File: config.mk
export PLATFORM = sky130hd
export DESIGN_NAME = somador_serial
export DESIGN_NICKNAME = d
export VERILOG_FILES = /design/src/rtl/somador_serial.sv
export SDC_FILE = /design/constraint.sdc
export NUM_CORES = 1
export LEC_CHECK = 0
export ABC_AREA = 1
export CORE_MARGIN = 5
export CORE_UTILIZATION = 35
export CTS_CLUSTER_DIAMETER = 50
export DETAILED_ROUTE_END_ITERATION = 8
export DONT_BUFFER_PORTS = 1
export GPL_TIMING_DRIVEN = 0
export PLACE_DENSITY = 0.51
export SYNTH_ARGS = -nofsm -noshare
export SYNTH_HDL_FRONTEND = slang
export SYNTH_SLANG_ARGS = --single-unit
export TNS_END_PERCENT = 50
File: constraint.sdc
create_clock -name clk -period 4.2 [get_ports clk]
set_clock_uncertainty 0.2 [all_clocks]
set_input_delay 0.42 -clock clk [delete_from_list [all_inputs] [get_ports clk]]
set_output_delay 0.42 -clock clk [all_outputs]
set_load 0.02 [all_outputs]
File: src/rtl/somador_serial.sv
`default_nettype none
// ============================================================================
// Module      : somador_serial
// Description : Multi-cycle adder/subtractor that reuses a STEP-bit carry chain
//               for WIDTH/STEP clocks, with a start/busy/done handshake.
//               Define SOMADOR_SERIAL_FLAGS_EN to add the zero/neg result flags.
// Revision    : 1.0 - initial release
// ============================================================================
module somador_serial #(
    parameter int WIDTH = 8,
    parameter int STEP  = 1
) (
    input  logic             clk,
    input  logic             rst,
    input  logic             start,
    input  logic             sub,
    input  logic [WIDTH-1:0] a,
    input  logic [WIDTH-1:0] b,
    input  logic             cin,
    output logic             busy,
    output logic             done,
    output logic [WIDTH-1:0] s,
    output logic             cout,
`ifdef SOMADOR_SERIAL_FLAGS_EN
    output logic             zero,
    output logic             neg,
`endif
    output logic             ovf
);

    localparam int K     = WIDTH / STEP;
    localparam int CNT_W = (K > 1) ? $clog2(K) : 1;
    localparam logic [CNT_W-1:0] LAST_CNT = CNT_W'(K - 1);

    generate
        if (WIDTH < 2 || STEP < 1 || STEP > WIDTH || (WIDTH % STEP) != 0) begin : g_bad_params
            $error("somador_serial: WIDTH must be >= 2 and STEP must divide WIDTH");
        end
    endgenerate

    typedef enum logic [1:0] {
        IDLE = 2'd0,
        RUN  = 2'd1,
        DONE = 2'd2
    } state_t;

    state_t           state_q;
    logic [WIDTH-1:0] a_q;
    logic [WIDTH-1:0] b_q;
    logic [WIDTH-1:0] a_d;
    logic [WIDTH-1:0] b_d;
    logic             carry_q;
    logic [CNT_W-1:0] cnt_q;
    logic             busy_q;
    logic             done_q;
    logic [WIDTH-1:0] s_q;
    logic             cout_q;
    logic             ovf_q;
    logic [STEP:0]    w_sum;
    logic             w_cmsb;

    assign w_sum = {1'b0, a_q[STEP-1:0]} + {1'b0, b_q[STEP-1:0]} + {{STEP{1'b0}}, carry_q};

    // Carry into the top bit of the slice; on the last slice this is the carry into the MSB.
    generate
        if (STEP == 1) begin : g_cmsb_single
            assign w_cmsb = carry_q;
        end else begin : g_cmsb_multi
            logic [STEP-1:0] w_low;
            assign w_low  = {1'b0, a_q[STEP-2:0]} + {1'b0, b_q[STEP-2:0]}
                          + {{(STEP-1){1'b0}}, carry_q};
            assign w_cmsb = w_low[STEP-1];
        end
    endgenerate

    // Sum bits enter the vacated top of the A register, so after K steps it holds the result.
    generate
        if (STEP == WIDTH) begin : g_shift_full
            assign a_d = w_sum[STEP-1:0];
            assign b_d = '0;
        end else begin : g_shift_part
            assign a_d = {w_sum[STEP-1:0], a_q[WIDTH-1:STEP]};
            assign b_d = {{STEP{1'b0}}, b_q[WIDTH-1:STEP]};
        end
    endgenerate

`ifdef SOMADOR_SERIAL_FLAGS_EN
    logic zero_q;
    logic neg_q;
`endif

    always_ff @(posedge clk) begin
        if (rst) begin
            state_q <= IDLE;
            a_q     <= '0;
            b_q     <= '0;
            carry_q <= 1'b0;
            cnt_q   <= '0;
            busy_q  <= 1'b0;
            done_q  <= 1'b0;
            s_q     <= '0;
            cout_q  <= 1'b0;
            ovf_q   <= 1'b0;
`ifdef SOMADOR_SERIAL_FLAGS_EN
            zero_q  <= 1'b0;
            neg_q   <= 1'b0;
`endif
        end else begin
            case (state_q)
                IDLE: begin
                    done_q <= 1'b0;
                    if (start) begin
                        a_q     <= a;
                        b_q     <= sub ? ~b : b;
                        carry_q <= sub ? 1'b1 : cin;
                        cnt_q   <= '0;
                        busy_q  <= 1'b1;
                        state_q <= RUN;
                    end
                end
                RUN: begin
                    a_q     <= a_d;
                    b_q     <= b_d;
                    carry_q <= w_sum[STEP];
                    cnt_q   <= cnt_q + 1'b1;
                    if (cnt_q == LAST_CNT) begin
                        s_q     <= a_d;
                        cout_q  <= w_sum[STEP];
                        ovf_q   <= w_cmsb ^ w_sum[STEP];
`ifdef SOMADOR_SERIAL_FLAGS_EN
                        zero_q  <= (a_d == '0);
                        neg_q   <= a_d[WIDTH-1];
`endif
                        busy_q  <= 1'b0;
                        done_q  <= 1'b1;
                        state_q <= DONE;
                    end
                end
                DONE: begin
                    done_q  <= 1'b0;
                    state_q <= IDLE;
                end
                default: begin
                    busy_q  <= 1'b0;
                    done_q  <= 1'b0;
                    state_q <= IDLE;
                end
            endcase
        end
    end

    assign busy = busy_q;
    assign done = done_q;
    assign s    = s_q;
    assign cout = cout_q;
    assign ovf  = ovf_q;
`ifdef SOMADOR_SERIAL_FLAGS_EN
    assign zero = zero_q;
    assign neg  = neg_q;
`endif

endmodule
`default_nettype wire

==> impl_results.md <==
* Status: completed
* Vias in the first global route at ~1,400
* Pleak at 0.8723 nW
* Cells after synthesis at 235
* Sink Count at 34
* Initial antenna violation count at 0
* Rel. slew slack at between 60% and 70%
* Number of H-tree levels at 2
* Fin util at around two fifths
* Storage cell area at a little under 700 µm²
* Fmax at roughly 600 MHz
* Core area at roughly 4400 µm²
* Area delta synth->final at 11.52%
* GRT overflow at 0
* Min cycle time layout at between 1.5 and 2 ns
* Clk_lat worst skew at about 0.28 ns
* Final GP Congestion at around 0.72
* TritonRoute pass-1 iters at 4
* CP Data Arrival Time at approximately 1.7 ns
* Setup crit end kind: flip-flop
* Final WL at roughly 3800 µm
* CTS Buffer Depth at 2
* CTS-repair resized insts at 0
* Synth Cell Area at approximately 1600 µm²
* Worst vdd ir at 0.0001916 V
* Max Cap Viol at 0
* CP Max Fanout at 5
* Sequential area share after synthesis at a little over two fifths
* Synth cell types at 21
* Data required time at the worst endpoint at roughly 4.2 ns
* Dpl hpwl at around 2700 µm
* Most common cell in the netlist: nand2_1
* Fin. max-slew vios at 0
* Share of cells above drive strength 1 at ~7%
* Number of synthesized flops with an enable pin at 0
* Post-Route Setup TNS at 0 ns
* Initial core utilization at 36.18%
* Root Driver: clkbuf_8
* Port bufs at 0
* Vias per std cell at between 4 and 5
* Post-synthesis register bit count at 34
* DR vias at 1,390
* Syn nets at 259
* Routed WL per cell at between 10 and 15 µm
* Die ar. at 5942 µm²
* Pin count of the biggest net entering global routing at 11
* Ys Warns at 0
* Largest area contributor in the netlist: dfxtp_1
* Die Height at roughly 77 µm
* CTS tree: done
* DRC at 0
* Gr usage total at between 10% and 20%
* Worst-Margin Slew at roughly 0.57 ns
* Iter 0 DRT Violations at ~110
* Type of the worst min-delay path: primary input to flip-flop
* Num CTS Buffers at 5
* Part of the cycle the worst path needs at 39.92%
* Syn_area_per_cell at around 6.7 µm²
* First-pass GRT wire length at 6603 µm
* Crit path launch type: flip-flop
* RSZ-0062 raised after global routing: false
* Die X-Extent at 77.09 µm
* Final setup viols at 0
* Fin. Hold Viols at 0
* CP Class: flip-flop to flip-flop
* Primary FF master, synth: dfxtp_1
* Io pins at 33
* Row count at 24
* Diode count at 0
* Area occupied by multi-input gates at between 700 and 800 µm²
* Post-synthesis async set-or-reset flop share at 0%
* Fill cells at around 470
* Area contributors post-synth: dfxtp_1 (43%), nand2_1 (18%), nand3_1 (11%)
* Post-route ant nets at 0
* Synth top area share at a little over two fifths
* PD cells at 403.6 nW/µm²
* Top cells by count, synth: nand2_1 (77), dfxtp_1 (34), nand3_1 (34)
* Clk pin slew, worst setup/hold paths at 0.07 ns
* Post-layout nets at 267
cells by family (layout without fill, tap and decap cells):
kind of cell,after synthesis,after routing,synth area share [%]
xor+xnor,2,2,1.112
flops,34,34,43.21
compound gates,15,15,5.084
buf+inv,34,43,8.896
simple gates,147,147,38.84
fa+ha+maj,3,3,2.859
critical path, stage by stage (launching register included):
cell and delay, ns:
dfxtp_1 0.37, ha_1 0.17, ha_1 0.16, inv_1 0.08, nor2_4 0.14, nand2_1 0.16, inv_1 0.19, nand2_1 0.09
nand2_1 0.06
layer usage:
layer	up-vias	GRT usage, %	wire, µm
li1	750	-	-
met2	25	21.56	1725
met5	-	0	0
met4	0	4.639	18
met3	4	4.801	220
met1	611	17.91	1850
layout make-up:
cell class	instances	share of cell area, %
sequential	34	38.75
clock inverter	1	1.709
clock buffer	7	4.345
multi-input combinational	167	42.95
tap	52	3.704
inverter	26	5.556
timing repair buffer	1	0.5698
buffer	8	2.422
what timing repair did:
action                    CTS  global route
hold buffers                1             0
hold endpoints to repair    1             0
setup buffers               0             0
metrics by stage:
| stage | std cells | total power, mW | setup slack (ns) | cell area (µm²) | hold WS (ns) |
|---|---|---|---|---|---|
| final | 296 | 0.7090 | 2.523 | 1757 | 0.01148 |
| after global routing | 296 | 0.7500 | 2.358 | 1757 | 0.003599 |
| after CTS | 296 | 0.7201 | 2.503 | 1757 | 0.002954 |
| after detailed placement | 287 | 0.4252 | 2.497 | 1640 | 0.2592 |
| after global placement | 287 | 0.4253 | 2.466 | 1640 | 0.2574 |
| after floorplan | 235 | 0.4073 | 2.793 | 1575 | 0.2258 |
report_power, final:
group	leakage [nW]	internal, mW	switching [mW]
clock	0.0524	0.177	0.113
sequential	0.277	0.336	0.0102
combinational	0.543	0.0257	0.0463
worst paths after layout:
path / slack, ns / endpoint / cells after the start / start
setup / recovery: 2.52 / s[7]$_SDFFE_PP0P_ / 8 / cnt_q[0]$_SDFFE_PP0P_
hold / removal: 0.01 / state_q[0]$_SDFFE_PP0P_ / 1 / rst
setup reg to reg: 2.52 / s[7]$_SDFFE_PP0P_ / 8 / cnt_q[0]$_SDFFE_PP0P_
hold reg to reg: 0.27 / s[3]$_SDFFE_PP0P_ / 2 / a_q[4]$_SDFFE_PP0P_
registers in the layout, summed over array words and instances (netlist names):
signal   flops
cnt_q        3
ovf          1
done         1
a_q          8
carry_q      1
cout         1
s            8
state_q      2
b_q          8
busy         1
cells in the final DEF (no fill, tap or decap), types with 3 or more instances in the layout:
cell	synthesis	routed
a21oi_1	5	5
buf_2	4	4
clkbuf_1	1	3
clkbuf_8	0	5
dfxtp_1	34	34
inv_1	24	24
nand2_1	77	77
nand3_1	34	34
nor2_1	31	31
o21ai_0	8	8
(Power assumes the default switching activity.)
